[src/rtl/regfile_wb_pkg.sv]
// regfile_wb_pkg: shared widths and entry types for the register-file write-back controller
package regfile_wb_pkg;
  localparam int default_num_registers = 32;
  localparam int default_register_size = 32;
  localparam int default_fifo_depth = 2;
  localparam int addr_w = $clog2(default_num_registers);
  typedef logic [addr_w-1:0] addr_t;
  typedef struct packed {
    addr_t rd;
    logic [default_register_size-1:0] data;
  } wb_entry_t;
endpackage

[src/rtl/regfile_writeback_fifo.sv]
// wb_fifo: circular buffer of write-back entries with push/pop and occupancy count
module wb_fifo
  import regfile_wb_pkg::*;
#(
  parameter int depth = default_fifo_depth,
  parameter type entry_t = wb_entry_t
) (
  input  logic clk,
  input  logic reset,
  input  logic push,
  input  logic pop,
  input  entry_t din,
  output entry_t dout,
  output logic [$clog2(depth):0] count
);
  localparam int pw = $clog2(depth);
  entry_t mem [depth];
  logic [pw-1:0] wr_ptr, rd_ptr;
  assign dout = mem[rd_ptr];
  always_ff @(posedge clk)
    if (push) mem[wr_ptr] <= din;
  // depth is a power of two, so pointers wrap by natural overflow
  always_ff @(posedge clk or posedge reset)
    if (reset) begin
      wr_ptr <= '0;
      rd_ptr <= '0;
      count <= '0;
    end else begin
      wr_ptr <= wr_ptr + pw'(push);
      rd_ptr <= rd_ptr + pw'(pop);
      count <= count + (pw + 1)'(push) - (pw + 1)'(pop);
    end
endmodule

[src/rtl/regfile_writeback.sv]
// regfile_writeback: merges ALU and buffered long-latency results into the register file write port.
// Define REGFILE_WB_SCOREBOARD_EN to build the pending-destination scoreboard driving busy_mask.
module regfile_writeback
  import regfile_wb_pkg::*;
#(
  parameter int num_registers = default_num_registers,
  parameter int register_size = default_register_size,
  parameter int fifo_depth = default_fifo_depth
) (
  input  logic clk,
  input  logic reset,
  input  logic alu_valid,
  input  logic [$clog2(num_registers)-1:0] alu_rd,
  input  logic [register_size-1:0] alu_data,
  input  logic lsu_issue,
  input  logic [$clog2(num_registers)-1:0] lsu_issue_rd,
  input  logic lsu_valid,
  input  logic [$clog2(num_registers)-1:0] lsu_rd,
  input  logic [register_size-1:0] lsu_data,
  output logic lsu_ready,
  output logic [$clog2(num_registers)-1:0] rd,
  output logic write_enable,
  output logic [register_size-1:0] write_data,
  output logic [num_registers-1:0] busy_mask,
  output logic [$clog2(fifo_depth):0] fifo_count
);
  localparam int aw = $clog2(num_registers);
  localparam int cw = $clog2(fifo_depth) + 1;
  localparam logic [cw-1:0] full = cw'(fifo_depth);
  typedef struct packed {
    logic [aw-1:0] rd;
    logic [register_size-1:0] data;
  } entry_t;
  entry_t head, sel_entry;
  logic push, pop, sel;
  // no pass-through when full: readiness depends on occupancy only
  assign lsu_ready = fifo_count < full;
  assign push = lsu_valid && lsu_ready;
  assign pop = !alu_valid && fifo_count != '0;
  assign sel = alu_valid || pop;
  assign sel_entry = alu_valid ? {alu_rd, alu_data} : head;
  wb_fifo #(.depth(fifo_depth), .entry_t(entry_t)) fifo (
    .clk(clk),
    .reset(reset),
    .push(push),
    .pop(pop),
    .din({lsu_rd, lsu_data}),
    .dout(head),
    .count(fifo_count)
  );
  // x0 entries still advance rd/write_data and drain the FIFO, only the strobe is masked
  always_ff @(posedge clk or posedge reset)
    if (reset) begin
      rd <= '0;
      write_data <= '0;
      write_enable <= 1'b0;
    end else begin
      write_enable <= sel && sel_entry.rd != '0;
      if (sel) {rd, write_data} <= sel_entry;
    end
`ifdef REGFILE_WB_SCOREBOARD_EN
  localparam logic [num_registers-1:0] one = num_registers'(1);
  logic [num_registers-1:0] set_mask, clr_mask;
  assign set_mask = (lsu_issue && lsu_issue_rd != '0) ? one << lsu_issue_rd : '0;
  assign clr_mask = pop ? one << head.rd : '0;
  // set applied after clear so a same-cycle issue keeps the bit busy
  always_ff @(posedge clk or posedge reset)
    if (reset) busy_mask <= '0;
    else busy_mask <= (busy_mask & ~clr_mask) | set_mask;
`else
  logic unused_issue;
  assign unused_issue = ^{lsu_issue, lsu_issue_rd};
  assign busy_mask = '0;
`endif
endmodule

[config.mk]
export PLATFORM = sky130hd
export DESIGN_NAME = regfile_writeback
export DESIGN_NICKNAME = d
export VERILOG_FILES = /design/src/rtl/regfile_wb_pkg.sv /design/src/rtl/regfile_writeback_fifo.sv /design/src/rtl/regfile_writeback.sv
export SDC_FILE = /design/constraint.sdc
export NUM_CORES = 1
export LEC_CHECK = 0
export ABC_CLOCK_PERIOD_IN_PS = 2300
export CORE_MARGIN = 10
export CORE_UTILIZATION = 48
export CTS_BUF_LIST = sky130_fd_sc_hd__clkbuf_2 sky130_fd_sc_hd__clkbuf_4 sky130_fd_sc_hd__clkbuf_8
export DETAILED_ROUTE_END_ITERATION = 12
export PLACE_DENSITY = 0.87
export SYNTH_ARGS = -nofsm -noshare
export SYNTH_HDL_FRONTEND = slang
export SYNTH_SLANG_ARGS = --single-unit
[constraint.sdc]
create_clock -name clk -period 2.3 [get_ports clk]
set_input_delay 0.46 -clock clk [delete_from_list [all_inputs] [get_ports clk]]
set_output_delay 0.46 -clock clk [all_outputs]
set_load 0.005 [all_outputs]
==> metrics <==
status=finished, final reports clean; global placement routability congestion=0.763; DRC viols=0; commonest non-fill, non-tap cell in the layout=clkdlybuf4s50_1; reg2reg end=fifo.count[1]; total negative setup slack=0 ns; worst reg2reg setup slack=a little under 0.7 ns; most frequent cells in the layout=clkdlybuf4s50_1, edfxtp_1, dfrtp_1; CTS clk-pin slew, worst paths=approximately 0.070 ns; first-pass GRT wire length=about 17 mm; Unique masters post-synth=21; CTS Buffer Depth=2; worst setup path class=reg -> out; power density cells=roughly 1100 mW/mm^2; TritonCTS clock tree=done; CP endpoint=lsu_ready; CP Data Required Time=around 1.8 ns; fin. max-slew vios=0; placed cells=between 600 and 700; fin nets=just under 600; Min-Delay Path Class=in -> async; I/O pin count=157; Setup crit end kind=output port; Area Growth Syn to Fin=34.2%; Worst Skew=0.00783 ns; worst reg-to-reg path cell count=7; Final ANT Viol Nets=0; Sink Count=116; GRT Total Usage=0.149; via count=3081; Post-CTS Setup Bufs=0; vias per inst=approximately 4.8; Clock Latency Late Sink=about 0.42 ns; Fin. Hold Viols=0; initial antenna violation count=0; Fmax achieved=between 0.4 and 0.5 GHz; Final HPWL DP=7.63 mm; Final Non-Filler Cells=around 640; synthesized area=about 0.0048 sq mm; synth warn=0; reg-to-reg startpoint=fifo.count[1]; Site Rows=36; Die X=between 100 and 150 microns; Critical Path Source=fifo.count[1]; H-tree lvl count=4; Die ar.=approximately 0.014 sq mm; min cycle time layout=around 2 ns; routed len/inst=roughly 16 microns; largest net degree at the start of global routing=44; final wirelength=10.5 mm; die height=120 microns; hold_buf cts=0; share of layout cells above drive strength 1=0.102; VDD IR max=a little over 0.6 mV; static leakage=approximately 2.6 nW; Ant. Diodes=0; drt first pass iters=4; vias in the first global route=about 3400; final setup fails=0; drt first-iter violations=~150; Critical Path Start Type=flip-flop; crit-path max FO=5; max_cap viols=0; unrepaired setup endpoints after global routing=false; post-cts repair resize count=0; CTS root buf=clkbuf_8; Final period util=0.873; port bufs=~120; Yosys reg bits=around 120; hold_ws=0.390 ns; GR Overflow Total=0; Seq/Total Area, Yosys=0.677; Syn Area/Cell=13.1 sq um; Post-Synthesis Cells=370; critical path arrival=roughly 1.6 ns; CTS Buf Count=17; Core Footprint=between 0.009 and 0.01 sq mm; Initial Utilization=0.494
## per-stage QoR
stage	area [sq um]	power (mW)	worst slack, ns	utilization
detailed placement	6010	5.26	0.382	0.615
finish	6480	7.38	0.292	0.663
global placement	6010	5.17	0.405	0.615
CTS	6480	7.47	0.252	0.663
global route	6480	7.82	0.225	0.663
floorplan	4950	4.39	0.278	-
## cell type report
type                            instances  area (sq um)
Fill cell                             723          3290
Clock buffer                           21           264
Tap cell                              133           166
Clock inverter                         11           206
Timing Repair Buffer                  129          1270
Multi-Input combinational cell        228          1280
Inverter                                6          22.5
Sequential cell                       116          3270
## sequential cells by signal (all words and copies together), names as in the netlist
signal,flops
fifo.mem,74
fifo.wr_ptr,1
write_data,32
rd,5
fifo.rd_ptr,1
write_enable,1
fifo.count,2
## worst max-delay path: stages (launching register included)
cell and delay (ns):
dfrtp_1 0.50, inv_1 0.12, clkdlybuf4s50_1 0.52
## routing by layer
layer | part of all wire | GRT usage | vias up
met4 | 0.020 | 0.0671 | 0
li1 | - | - | 1491
met1 | 0.39 | 0.154 | 1459
met3 | 0.089 | 0.0633 | 16
met2 | 0.50 | 0.257 | 115
met5 | 0 | 0 | -
## report_power, final
group	total, mW	switching (mW)	internal (mW)
Clock	2.20	0.760	1.44
Sequential	2.99	0.233	2.75
Combinational	2.19	1.09	1.10
## Yosys cell counts, drive strengths merged
cell / instances / area share
ha: 4 / 0.010
edfxtp: 74 / 0.46
nor3: 1 / 0.0034
conb: 1 / 0.00078
nand2: 38 / 0.030
mux2i: 37 / 0.077
mux2: 2 / 0.0047
inv: 6 / 0.0047
clkbuf: 2 / 0.0016
xnor2: 2 / 0.0036
nor2: 38 / 0.031
a21oi: 35 / 0.036
o21ai: 37 / 0.038
buf: 49 / 0.078
xor2: 1 / 0.0018
dfrtp: 42 / 0.22
a41oi: 1 / 0.0018
## cell families after synthesis
| family | Yosys count | synth area share |
|---|---|---|
| xor gates and xnor gates | 3 | 0.00544 |
| and+or+nand+nor | 77 | 0.0639 |
| other | 1 | 0.000776 |
| AOI/OAI and AO/OA | 73 | 0.0764 |
| DFF | 116 | 0.677 |
| adders and majority gates | 4 | 0.0104 |
| buffers and inverters | 57 | 0.0847 |
| muxes | 39 | 0.0813 |
## how the worst min path moves through the flow
stage                       end  slack, ns
after global routing      rd[3]       0.41
after detailed placement  rd[0]       0.47
after CTS                 rd[3]       0.38
after floorplan           rd[0]       0.47
after global placement    rd[4]       0.47
final                     rd[3]       0.39
(Power assumes the default switching activity.)
